## config.mk

```make
export PLATFORM = sky130hd
export DESIGN_NAME = nec_ir_tx
export DESIGN_NICKNAME = d
export VERILOG_FILES = /design/src/rtl/ir_pkg.sv /design/src/rtl/ir_carrier.sv /design/src/rtl/nec_ir_tx.sv
export SDC_FILE = /design/constraint.sdc
export NUM_CORES = 1
export LEC_CHECK = 0
export ABC_AREA = 1
export CORE_ASPECT_RATIO = 1.4
export CORE_UTILIZATION = 55
export CTS_BUF_LIST = sky130_fd_sc_hd__clkbuf_4 sky130_fd_sc_hd__clkbuf_8
export DETAILED_ROUTE_END_ITERATION = 7
export GPL_TIMING_DRIVEN = 0
export PLACE_DENSITY = 0.81
export SYNTH_ARGS = -nofsm -noshare
export SYNTH_HDL_FRONTEND = slang
export SYNTH_SLANG_ARGS = --single-unit
```

## constraint.sdc

```tcl
create_clock -name clk -period 6.35 [get_ports clk]
set_input_delay 1.27 -clock clk [delete_from_list [all_inputs] [get_ports clk]]
set_output_delay 1.27 -clock clk [all_outputs]
set_load 0.03 [all_outputs]
```

## src/rtl/ir_pkg.sv

```systemverilog
// Shared NEC IR definitions: FSM state encoding, frame timing in units of T,
// and the 32-bit frame word layout (used by both transmit and receive sides).
package ir_pkg;

    typedef enum logic [2:0] {
        IDLE       = 3'd0,
        LEAD_MARK  = 3'd1,
        LEAD_SPACE = 3'd2,
        BIT_MARK   = 3'd3,
        BIT_SPACE  = 3'd4,
        RPT_SPACE  = 3'd5,
        STOP_MARK  = 3'd6,
        GAP        = 3'd7
    } ir_state_e;

    localparam int LEAD_MARK_UNITS  = 16;
    localparam int LEAD_SPACE_UNITS = 8;
    localparam int RPT_SPACE_UNITS  = 4;
    localparam int ONE_SPACE_UNITS  = 3;
    localparam int BIT_UNITS        = 1;

    // Wire order of an NEC frame; bit 0 is transmitted first.
    function automatic logic [31:0] nec_word(input logic [15:0] address, input logic [7:0] command);
        return {~command, command, address};
    endfunction

endpackage

```

## src/rtl/ir_carrier.sv

```systemverilog
// Carrier generator: high for the first CARRIER_HIGH clocks of each
// CARRIER_CYCLES period; sync forces phase 0 on the following cycle.
module ir_carrier #(
    parameter int CARRIER_CYCLES = 1316,
    parameter int CARRIER_HIGH   = 438
) (
    input  logic clk,
    input  logic rst,
    input  logic sync,
    output logic carrier
);

    localparam int PW = $clog2(CARRIER_CYCLES + 1);

    logic [PW-1:0] phase_q;
    logic [PW-1:0] phase_d;
    logic          carrier_q;

    // Next carrier phase: restart on sync, otherwise wrap at the period end.
    always_comb begin
        phase_d = PW'(0);
        if (sync) begin
            phase_d = PW'(0);
        end else if (phase_q == PW'(CARRIER_CYCLES - 1)) begin
            phase_d = PW'(0);
        end else begin
            phase_d = phase_q + PW'(1);
        end
    end

    // Phase counter and registered carrier level.
    always_ff @(posedge clk) begin
        if (rst) begin
            phase_q   <= PW'(0);
            carrier_q <= 1'b0;
        end else begin
            phase_q   <= phase_d;
            carrier_q <= (phase_d < PW'(CARRIER_HIGH));
        end
    end

    assign carrier = carrier_q;

endmodule

```

## src/rtl/nec_ir_tx.sv

```systemverilog
// NEC infrared transmitter: sends a full 32-bit frame or a repeat code as a
// timed mark/space envelope, and drives the LED with the envelope-gated carrier.
module nec_ir_tx
    import ir_pkg::*;
#(
    parameter int UNIT_CYCLES    = 28125,
    parameter int CARRIER_CYCLES = 1316,
    parameter int CARRIER_HIGH   = 438,
    parameter int GAP_UNITS      = 72
) (
    input  logic        clk,
    input  logic        rst,
    input  logic        valid,
    output logic        ready,
    input  logic        rpt,
    input  logic [15:0] address,
    input  logic [7:0]  command,
    output logic        ir_env,
    output logic        ir_tx
);

    localparam int UCW  = $clog2(UNIT_CYCLES + 1);
    localparam int MAXU = (GAP_UNITS > LEAD_MARK_UNITS) ? GAP_UNITS : LEAD_MARK_UNITS;
    localparam int DW   = $clog2(MAXU + 1);

    ir_state_e      state_q;
    logic [UCW-1:0] unit_cnt_q;
    logic [DW-1:0]  units_q;
    logic [4:0]     bit_idx_q;
    logic [31:0]    shift_q;
    logic           rpt_q;
    logic           ready_q;
    logic           env_q;

    logic [DW-1:0]  dur_s;
    logic           unit_last_s;
    logic           state_last_s;
    logic           sync_s;
    logic           carrier_s;

    // Duration of the current state in units, end-of-state detect, and the
    // carrier phase restart on every transition into a mark state.
    always_comb begin
        dur_s = DW'(BIT_UNITS);
        case (state_q)
            LEAD_MARK:  dur_s = DW'(LEAD_MARK_UNITS);
            LEAD_SPACE: dur_s = DW'(LEAD_SPACE_UNITS);
            BIT_SPACE:  dur_s = shift_q[0] ? DW'(ONE_SPACE_UNITS) : DW'(BIT_UNITS);
            RPT_SPACE:  dur_s = DW'(RPT_SPACE_UNITS);
            GAP:        dur_s = DW'(GAP_UNITS);
            default:    dur_s = DW'(BIT_UNITS);
        endcase
        unit_last_s  = (unit_cnt_q == UCW'(UNIT_CYCLES - 1));
        state_last_s = unit_last_s && (units_q == dur_s - DW'(1));
        if (state_q == IDLE) begin
            sync_s = valid;
        end else if (state_last_s && ((state_q == LEAD_SPACE) || (state_q == BIT_SPACE) ||
                                      (state_q == RPT_SPACE))) begin
            sync_s = 1'b1;
        end else begin
            sync_s = 1'b0;
        end
    end

    // Frame sequencer with registered ready/envelope outputs.
    always_ff @(posedge clk) begin
        if (rst) begin
            state_q    <= IDLE;
            unit_cnt_q <= UCW'(0);
            units_q    <= DW'(0);
            bit_idx_q  <= 5'd0;
            shift_q    <= 32'd0;
            rpt_q      <= 1'b0;
            ready_q    <= 1'b1;
            env_q      <= 1'b0;
        end else if (state_q == IDLE) begin
            if (valid) begin
                state_q    <= LEAD_MARK;
                shift_q    <= nec_word(address, command);
                rpt_q      <= rpt;
                bit_idx_q  <= 5'd0;
                unit_cnt_q <= UCW'(0);
                units_q    <= DW'(0);
                ready_q    <= 1'b0;
                env_q      <= 1'b1;
            end else begin
                ready_q    <= 1'b1;
                env_q      <= 1'b0;
            end
        end else if (!unit_last_s) begin
            unit_cnt_q <= unit_cnt_q + UCW'(1);
        end else if (!state_last_s) begin
            unit_cnt_q <= UCW'(0);
            units_q    <= units_q + DW'(1);
        end else begin
            unit_cnt_q <= UCW'(0);
            units_q    <= DW'(0);
            case (state_q)
                LEAD_MARK: begin
                    state_q <= rpt_q ? RPT_SPACE : LEAD_SPACE;
                    env_q   <= 1'b0;
                end
                LEAD_SPACE: begin
                    state_q <= BIT_MARK;
                    env_q   <= 1'b1;
                end
                BIT_MARK: begin
                    state_q <= BIT_SPACE;
                    env_q   <= 1'b0;
                end
                BIT_SPACE: begin
                    shift_q   <= shift_q >> 1;
                    bit_idx_q <= bit_idx_q + 5'd1;
                    state_q   <= (bit_idx_q == 5'd31) ? STOP_MARK : BIT_MARK;
                    env_q     <= 1'b1;
                end
                RPT_SPACE: begin
                    state_q <= STOP_MARK;
                    env_q   <= 1'b1;
                end
                STOP_MARK: begin
                    state_q <= GAP;
                    env_q   <= 1'b0;
                end
                default: begin
                    state_q <= IDLE;
                    ready_q <= 1'b1;
                    env_q   <= 1'b0;
                end
            endcase
        end
    end

    ir_carrier #(
        .CARRIER_CYCLES(CARRIER_CYCLES),
        .CARRIER_HIGH  (CARRIER_HIGH)
    ) u_carrier (
        .clk    (clk),
        .rst    (rst),
        .sync   (sync_s),
        .carrier(carrier_s)
    );

    // Both operands are flops; the gate keeps the carrier phase aligned with the mark start.
    assign ready  = ready_q;
    assign ir_env = env_q;
    assign ir_tx  = env_q & carrier_s;

endmodule
```

==> run_results.csv <==
group,metric,value,unit
detailed_routing,drc_errors,0,
hold_path,hp-class,"reg2reg",
power_and_ir_drop,peakVddDrop,0.302,mV
layout,multi_input_area,0.00197,sq mm
placed_design,dpl-instance-area,0.00426,sq mm
clocking,cts_hold_buf,0,
placed_design,placement.io_buffers,29,
critical_path,crit_start,"state_q[0]$_SDFFE_PP0P_",
detailed_routing,drt_iter0_markers,265,
placed_design,preCtsSetupSlack,3.42,ns
synth,ys.flop_type,"dfxtp_1",
detailed_routing,highest_layer,"met4",
detailed_routing,wl_met1,3790,microns
sta,final-max-slew-violation-count,0,
floorplanning,fp.dieW,72.8,microns
layout,drive_gt1_frac,0.0781,
layout,final_cells,681,
synth,synth_edf_count,0,
synth,synth_largest_area_cell,"dfxtp_1",
critical_path,path_buf_inv,4,
detailed_routing,vias,3748,
layout,regArea,0.00154,sq mm
sta,post-route-period-util,0.446,
sta,rsz0062_at_grt,"no",
floorplanning,start_util,0.576,
sta,period_needed,2.84,ns
detailed_routing,first_pass_iters,5,
critical_path,crit_family,"simple AND/OR/NAND/NOR gates",
floorplanning,die_height,101,microns
clocking,cts_resized,0,
grt,grt_pass1_wl,15100,microns
synth,synth_cells,545,
layout,nFillCells,589,
synth,synth-seq-area-share,0.399,
hold_path,min-delay-start,"u_carrier.phase_q[0]$_SDFF_PP0_",
layout,design_area,0.00446,sq mm
sta,setup_ws,3.51,ns
sta,relSlewSlack,0.651,
detailed_routing,wirelength,8830,microns
job,max_cap_viol_count,0,
grt,track_usage,0.260,
layout,syn_to_final_growth,15.7,%
clocking,numClockSinks,77,
synth,ys_top_cells_by_count,"138 x nand2_1, 77 x dfxtp_1, 48 x inv_1",
floorplanning,core_area,0.00670,sq mm
power_and_ir_drop,power_frac_comb,0.473,
critical_path,startpoint_type,"flip-flop",
grt,grt_max_degree,13,
critical_path,worstSetupPathType,"reg2reg",
floorplanning,ios,31,
synth,yosysUniqueCellTypes,41,
detailed_routing,drt-vias-per-instance,5.50,
critical_path,worstPathRequired,6.62,ns
floorplanning,rows,35,
placed_design,place_hpwl,6520,microns
power_and_ir_drop,leakagePower,1.72,nW
clocking,worstSkewPairLatency,0.34,ns
layout,nNetsFinal,620,
synth,ys_async_sr_fraction,0,
critical_path,crit_chain,"buf_4, nor2_1, inv_1, nor2_1, nand2_1, ha_1, nand2_1, nand2_1, nor2_1, nand3_1, nor3_1, nand3_1, nand2_2, nand3_4, inv_4, buf_6, o21ai_1, a31oi_1",
synth,synthTopCellsByArea,"dfxtp_1 40%, nand2_1 13%, inv_1 4.7%, a21oi_1 4.3%, a31oi_1 3.9%",
critical_path,critPathMaxFanout,10,
clocking,htree_num_levels,3,
sta,worst_pin_slew,0.523,ns
grt,grt_pass1_vias,3514,
clocking,cts_root_buffer,"clkbuf_8",
power_and_ir_drop,swShare,0.442,
layout,fin_util,0.666,
sta,fmax,353,MHz
synth,syn_area_per_cell,7.08,sq um
critical_path,cp.arrival,3.10,ns
critical_path,critPathSlowestCell,"dfxtp_1",
power_and_ir_drop,p_clk_frac,0.183,
clocking,clk_path_buf_depth,2,
sta,setup_violations,0,
power_and_ir_drop,power_frac_seq,0.344,
clocking,tritoncts,"yes",
grt,antenna_found_initial,0,
synth,ys_seq_elements,77,
synth,yosysMostFrequentCell,"nand2_1",
sta,clock_skew,0.00864,ns
synth,synth_nets,580,
clocking,cts_buffers,9,
floorplanning,die_area,0.00736,sq mm
clocking,post_cts_buffers,0,
clocking,path_clk_slew,0.08,ns
critical_path,worstReg2RegStart,"state_q[0]$_SDFFE_PP0P_",
sta,setup_tns,0,ns
power_and_ir_drop,p_int,0.00114,W
run_status,status,"finished clean",
detailed_routing,met2_length,4380,microns
synth,ys_warn_count,0,
synth,synth_area,0.00386,sq mm
layout,diodes,0,
grt,overflow,0,
power_and_ir_drop,p_sw,0.000907,W
detailed_routing,ant_nets,0,
sta,hold_viol,0,
placed_design,dp_cells,666,
critical_path,critPathMaxStageDelay,0.34,ns
detailed_routing,dr_wl_met3,399,microns
detailed_routing,routedWlPerCell,13.0,microns
power_and_ir_drop,p_per_area,460,mW/mm^2
critical_path,end_kind,"flip-flop",
synth,synth_top_area_frac,0.399,
placed_design,gp_congestion,0.904,
-- flip-flops by register name (all words and copies together) (netlist names) --
register           cells
bit_idx_q              5
ir_env                 1
ready                  1
rpt_q                  1
shift_q               32
state_q                3
u_carrier.carrier      1
u_carrier.phase_q     11
unit_cnt_q            15
units_q                7
-- power groups by stage --
stage                     clock network, W  registers, W  logic (W)
final                             0.000375      0.000705   0.000971
after global routing              0.000402      0.000719    0.00109
after CTS                         0.000383      0.000703   0.000969
after detailed placement                 0      0.000713   0.000963
after global placement                   0      0.000709   0.000940
after floorplan                          0      0.000701   0.000728
-- final cells by class --
type,count,share of cell area
plain buffers,25,0.0311
clock buffers,11,0.0339
clock inverters,4,0.0107
inverters,55,0.0468
multi-input cells,388,0.441
flip-flops and latches,77,0.345
well taps,92,0.0258
repair buffers,29,0.0650
-- through the flow --
step | hold WS [ns] | power, W
global placement | 0.430 | 0.00165
floorplan | 0.418 | 0.00143
global route | 0.470 | 0.00221
CTS | 0.453 | 0.00206
detailed placement | 0.441 | 0.00168
finish | 0.450 | 0.00205
-- per-layer routing --
metal	vias up	track usage
met5	-	0
met1	1706	0.305
met2	105	0.450
li1	1911	-
met3	26	0.0440
met4	0	0.136
-- worst paths after layout --
path | to | slack [ns] | cells after the start
worst max-delay path | shift_q[15]$_SDFFE_PP0P_ | 3.51 | 18
worst max register to register | shift_q[15]$_SDFFE_PP0P_ | 3.51 | 18
worst min register to register | u_carrier.phase_q[0]$_SDFF_PP0_ | 0.45 | 1
worst min-delay path | u_carrier.phase_q[0]$_SDFF_PP0_ | 0.45 | 1
-- cell usage in the layout, fill, tap and decap left out, drive strengths merged, types with 3 or more instances in the layout --
master,count
nand2,142
dfxtp,77
inv,54
o21ai,49
nor2,44
a21oi,33
nand3,33
clkdlybuf4s50,29
clkbuf,25
a31oi,24
buf,11
a211oi,9
nor3,8
ha,7
xor2,6
nand4,5
xnor2,4
nor4,4
a221oi,4
clkinv,3
-- cells by family after synthesis --
logic type | share of synthesized area
compound gates | 0.194
xor+xnor | 0.0227
fa+ha+maj | 0.0227
buf+inv | 0.0901
flops | 0.399
simple gates | 0.271
Power figures use the tool's default switching activity.
